[src/rtl/cube0414_pkg.sv]
// Shared types and protocol constants for the cube0414 LED controller.
// Byte type, receiver FSM encoding and host command codes.
package cube0414_pkg;

  localparam logic [7:0] CUBE0414_ADDR_WR = 8'hcc;
  localparam logic [7:0] CUBE0414_DATA_WR = 8'hda;

  typedef logic [7:0] byte_t;

  typedef enum logic {
    ST_IDLE  = 1'b0,
    ST_SHIFT = 1'b1
  } rx_state_t;

endpackage

[src/rtl/edge2en.sv]
// Rising-edge to one-cycle enable converter for a synchronous level.
// Ports: clk_in, rst_n_in, sig_in -> en_out (high on 0->1 cycle).
module edge2en (
  input  logic clk_in,
  input  logic rst_n_in,
  input  logic sig_in,
  output logic en_out
);

  logic r_prev;

  always_ff @(posedge clk_in or negedge rst_n_in) begin
    if (!rst_n_in) r_prev <= 1'b0;
    else           r_prev <= sig_in;
  end

  assign en_out = sig_in & ~r_prev;

endmodule

[src/rtl/sync_ff.sv]
// Single-bit multi-flop synchronizer with a selectable reset value.
// Ports: clk_in, rst_n_in, d_in (async) -> q_out (synced).
module sync_ff #(
  parameter int   DEPTH   = 2,
  parameter logic RST_VAL = 1'b0
) (
  input  logic clk_in,
  input  logic rst_n_in,
  input  logic d_in,
  output logic q_out
);

  logic [DEPTH-1:0] r_sync;

  always_ff @(posedge clk_in or negedge rst_n_in) begin
    if (!rst_n_in) r_sync <= {DEPTH{RST_VAL}};
    else           r_sync <= {r_sync[DEPTH-2:0], d_in};
  end

  assign q_out = r_sync[DEPTH-1];

endmodule

[src/rtl/spi_byte_rx.sv]
// SPI mode-0 byte receiver with D/C sideband for the LED controller.
// Ports: async SPI pads + dc_in in; synced CS, byte strobe/data/dc out.
module spi_byte_rx
  import cube0414_pkg::*;
#(
  parameter int SYNC_STAGES = 2,
  parameter bit MSB_FIRST   = 1'b1
) (
  input  logic  clk_in,
  input  logic  rst_n_in,
  input  logic  spi_sclk_in,
  input  logic  spi_mosi_in,
  input  logic  spi_cs_n_in,
  input  logic  dc_in,
  output logic  spi_cs_n_out,
  output logic  byte_rdy_out,
  output byte_t byte_data_out,
  output logic  dc_out
);

  logic w_sclk_s;
  logic w_mosi_s;
  logic w_cs_n_s;
  logic w_dc_s;
  logic w_sclk_r;

  sync_ff #(.DEPTH(SYNC_STAGES), .RST_VAL(1'b0)) u_sync_sclk (
    .clk_in(clk_in), .rst_n_in(rst_n_in),
    .d_in(spi_sclk_in), .q_out(w_sclk_s)
  );

  sync_ff #(.DEPTH(SYNC_STAGES), .RST_VAL(1'b0)) u_sync_mosi (
    .clk_in(clk_in), .rst_n_in(rst_n_in),
    .d_in(spi_mosi_in), .q_out(w_mosi_s)
  );

  sync_ff #(.DEPTH(SYNC_STAGES), .RST_VAL(1'b1)) u_sync_cs (
    .clk_in(clk_in), .rst_n_in(rst_n_in),
    .d_in(spi_cs_n_in), .q_out(w_cs_n_s)
  );

  sync_ff #(.DEPTH(SYNC_STAGES), .RST_VAL(1'b0)) u_sync_dc (
    .clk_in(clk_in), .rst_n_in(rst_n_in),
    .d_in(dc_in), .q_out(w_dc_s)
  );

  edge2en u_sclk_edge (
    .clk_in(clk_in), .rst_n_in(rst_n_in),
    .sig_in(w_sclk_s), .en_out(w_sclk_r)
  );

  rx_state_t  r_state;
  rx_state_t  w_state_nxt;
  byte_t      r_shift;
  byte_t      w_shift_nxt;
  byte_t      r_data;
  logic [2:0] r_cnt;
  logic       r_rdy;
  logic       r_dc;
  logic       w_shift_en;
  logic       w_done;
  logic       w_clr;

  always_ff @(posedge clk_in or negedge rst_n_in) begin
    if (!rst_n_in) r_state <= ST_IDLE;
    else           r_state <= w_state_nxt;
  end

  always_comb begin
    w_state_nxt = r_state;
    unique case (r_state)
      ST_IDLE:  if (!w_cs_n_s) w_state_nxt = ST_SHIFT;
      ST_SHIFT: if (w_cs_n_s)  w_state_nxt = ST_IDLE;
      default:  w_state_nxt = ST_IDLE;
    endcase
  end

  // The state still reads SHIFT on the cycle CS is first seen high,
  // so a final edge landing with the CS rise still completes its byte.
  always_comb begin
    w_shift_en = (r_state == ST_SHIFT) && w_sclk_r;
    w_done     = w_shift_en && (r_cnt == 3'd7);
    w_clr      = (r_state == ST_IDLE) || (w_cs_n_s && !w_sclk_r);
    if (MSB_FIRST) w_shift_nxt = {r_shift[6:0], w_mosi_s};
    else           w_shift_nxt = {w_mosi_s, r_shift[7:1]};
  end

  always_ff @(posedge clk_in or negedge rst_n_in) begin
    if (!rst_n_in) begin
      r_shift <= '0;
      r_cnt   <= '0;
    end else if (w_shift_en) begin
      r_shift <= w_shift_nxt;
      r_cnt   <= r_cnt + 3'd1;
    end else if (w_clr) begin
      r_cnt   <= '0;
    end
  end

  always_ff @(posedge clk_in or negedge rst_n_in) begin
    if (!rst_n_in) begin
      r_rdy  <= 1'b0;
      r_data <= '0;
      r_dc   <= 1'b0;
    end else begin
      r_rdy <= w_done;
      if (w_done) begin
        r_data <= w_shift_nxt;
        r_dc   <= w_dc_s;
      end
    end
  end

  assign spi_cs_n_out  = w_cs_n_s;
  assign byte_rdy_out  = r_rdy;
  assign byte_data_out = r_data;
  assign dc_out        = r_dc;

endmodule

[config.mk]
export PLATFORM = sky130hd
export DESIGN_NAME = spi_byte_rx
export DESIGN_NICKNAME = d
export VERILOG_FILES = /design/src/rtl/cube0414_pkg.sv /design/src/rtl/edge2en.sv /design/src/rtl/sync_ff.sv /design/src/rtl/spi_byte_rx.sv
export SDC_FILE = /design/constraint.sdc
export NUM_CORES = 1
export LEC_CHECK = 0
export BUFFER_PORTS_ARGS = -buffer_cell sky130_fd_sc_hd__buf_2
export CAP_MARGIN = 20
export CORE_MARGIN = 5
export CORE_UTILIZATION = 30
export CTS_BUF_LIST = sky130_fd_sc_hd__clkbuf_16
export DETAILED_ROUTE_END_ITERATION = 8
export PLACE_DENSITY = 0.48
export SLEW_MARGIN = 25
export SYNTH_ARGS = -nofsm -noshare
export SYNTH_HDL_FRONTEND = slang
export SYNTH_SLANG_ARGS = --single-unit
[constraint.sdc]
create_clock -name clk_in -period 3.2 [get_ports clk_in]
set_input_delay 0.32 -clock clk_in [delete_from_list [all_inputs] [get_ports clk_in]]
set_output_delay 0.32 -clock clk_in [all_outputs]
set_load 0.05 [all_outputs]
==> flow_summary.toml <==
[routing]
viasPerCell = 4.197
wl_met1_um = 674
top_layer = "met4"
drc_errors = 0
wire_per_inst_um = 11.73
met2WireLength_um = 779
vias = 554
ant_nets = 0
met3WireLength_um = 77
dr.first_iter.drc_count = 8
wl_um = 1549
drt_pass1_iterations = 2

[timing]
fmax_mhz = 710.3
fin_tns_setup_ps = 0
grt_setup_unrepaired = "no"
setup_violations = 0
worst_pin_slew_ps = 653.8
fin_skew_ps = 2.824
hold_viol = 0
min_period_ps = 1408
maxSlewViolCount = 0
relSlewSlack_pct = 56.41
layout_worst_path_cycle_share_pct = 44.00

[global_route]
grt_pass1_vias = 661
overflow = 0
antenna_found_initial = 0
gr-usage-all-layers_pct = 7.545
grt_max_degree = 31
grt_pass1_wl_um = 2842

[outcome]
status = "finished, final reports clean"

[setup_path]
rrSetupSlack_ps = 1790
endpoint_kind = "flip-flop"
r2r_cells = 4
critPathLaunchType = "flip-flop"
cp_max_fo = 10
critPathRequiredTime_ps = 3340
arrival_ps = 1550
crit_type = "reg -> reg"

[yosys]
ys.flop_type = "dfrtp_1"
synthDistinctLibCells = 15
synth_edf_count = 0
ys_seq_area_share_pct = 70.82
yosysWarningCount = 0
synth_cells = 63
syn_area_um2 = 1064
synth-seq-cells = 30
syn_nets = 71
ys_async_sr_fraction_pct = 100.0
syn_avg_cell_area_um2 = 16.88

[cells_and_area]
area_delta_synth_final_pct = 25.41
instances_no_fill = 132
final_area_um2 = 1334
layout-drive-gt1-share_pct = 51.16
diodes = 0
nets = 94
fillers = 326

[pwr]
max-vdd-ir-drop_uv = 543.0
cellPowerDensity_nw_per_um2 = 691.9
total_power_mw = 0.9228
p_leak_nw = 0.6879

[cts]
clock-root-buffer = "clkbuf_16"
cts_hold_buf = 0
cts_tree = "built"
clock_latency_ps = 260
path_clk_slew_ps = 50
post-cts-setup-buffer-count = 0
htree_levels = 2
clkSinkCount = 30
cts.repair.resized = 0
numCtsBuffers = 5
cts_max_path_buffers = 2

[hold_path]
hold_path.class = "in -> async"

[placement]
hpwlAfterDp_um = 1040
placed_area_um2 = 1201
placed_cells = 125
place.gp.congestion = 0.7628
portBuffers = 16

[floorplanning]
rows = 21
die-area_um2 = 4836
die_w_um = 69.54
core_um2 = 3390
initial_utilization_pct = 31.38
pin_count = 17
die_y_um = 69.54

[flow_run]
drv_cap = 0
-- cell usage after synthesis (2+ instances only) --
master	n	area, µm²
dfrtp_1	28	700.7
mux2_2	16	180.2
a21boi_0	2	15.01
dfstp_2	2	52.55
ha_1	2	25.02
inv_1	2	7.510
nand2_1	2	7.510
nand3_1	2	10.01
-- flip-flops by register name, indices dropped and copies added (netlist names) --
name                flops
byte_data_out           8
byte_rdy_out            1
dc_out                  1
r_cnt                   3
r_shift                 7
r_state                 1
u_sclk_edge.r_prev      1
u_sync_cs.r_sync        2
u_sync_dc.r_sync        2
u_sync_mosi.r_sync      2
u_sync_sclk.r_sync      2
-- final timing paths --
check,to,start
max,byte_data_out[0]$_DFFE_PN0P_,r_cnt[0]$_DFFE_PN0P_
min,r_state$_DFF_PN0_,rst_n_in
max reg2reg,byte_data_out[0]$_DFFE_PN0P_,r_cnt[0]$_DFFE_PN0P_
min reg2reg,u_sync_sclk.r_sync[1]$_DFF_PN0_,u_sync_sclk.r_sync[0]$_DFF_PN0_
max in group asynchronous,byte_data_out[1]$_DFFE_PN0P_,rst_n_in
min in group clk_in,u_sync_cs.r_sync[0]$_DFF_PN1_,spi_cs_n_in
-- cell families after synthesis --
| family | synth area share [%] |
|---|---|
| AO/OA/AOI/OAI | 2.117 |
| adder cells (fa/ha/maj) | 2.353 |
| buffers and inverters | 0.7061 |
| flip-flops | 70.82 |
| multiplexers | 16.94 |
| AND/OR/NAND/NOR | 7.060 |
-- where the power goes --
part	switching, mW	leakage [nW]	internal, mW	total, mW
combinational	0.0226	0.234	0.0341	0.0568
clock	0.137	0.0723	0.276	0.413
sequential	0.0268	0.381	0.426	0.453
total	0.187	0.688	0.736	0.923
-- routing by layer --
| metal | track usage [%] | vias up |
|---|---|---|
| met4 | 3.905 | 0 |
| met5 | 0 | - |
| li1 | - | 261 |
| met3 | 3.478 | 4 |
| met2 | 12.39 | 11 |
| met1 | 8.076 | 278 |
-- layout make-up --
class	count	area (µm²)	area share (%)
Timing Repair Buffer	16	80.08	6.004
Clock buffer	5	125.1	9.381
Multi-Input combinational cell	31	302.8	22.70
Sequential cell	30	753.2	56.47
Inverter	2	7.507	0.5629
Clock inverter	2	7.507	0.5629
Tap cell	46	57.56	4.315
-- layout by cell type, fill, tap and decap left out --
cell type | synthesis | final
dfrtp_1 | 28 | 28
and3_2 | 1 | 1
nor2_1 | 1 | 1
or2b_2 | 1 | 1
nand3_1 | 2 | 2
nor2b_4 | 1 | 1
inv_1 | 2 | 4
a21boi_0 | 2 | 2
nand3_4 | 1 | 1
buf_2 | 0 | 16
mux2_2 | 16 | 16
dfstp_2 | 2 | 2
clkbuf_16 | 0 | 5
nand2_2 | 1 | 1
ha_1 | 2 | 2
nand2_1 | 2 | 2
o21a_1 | 1 | 1
-- critical path: stages, from the launching register on --
cell,delay [ps]
dfrtp_1,390
ha_1,200
ha_1,210
nand3_4,140
mux2_2,350
-- per-stage QoR --
stage	worst slack, ps	utilization, %	hold slack [ps]
2_1_floorplan	1865	-	24.41
3_3_place_gp	1796	35.44	332.2
3_5_place_dp	1785	35.44	336.2
4_1_cts	1773	39.35	111.7
5_1_grt	1725	39.35	146.7
6_report	1792	39.35	86.75
Note: power is estimated with default switching activity, not from simulation.
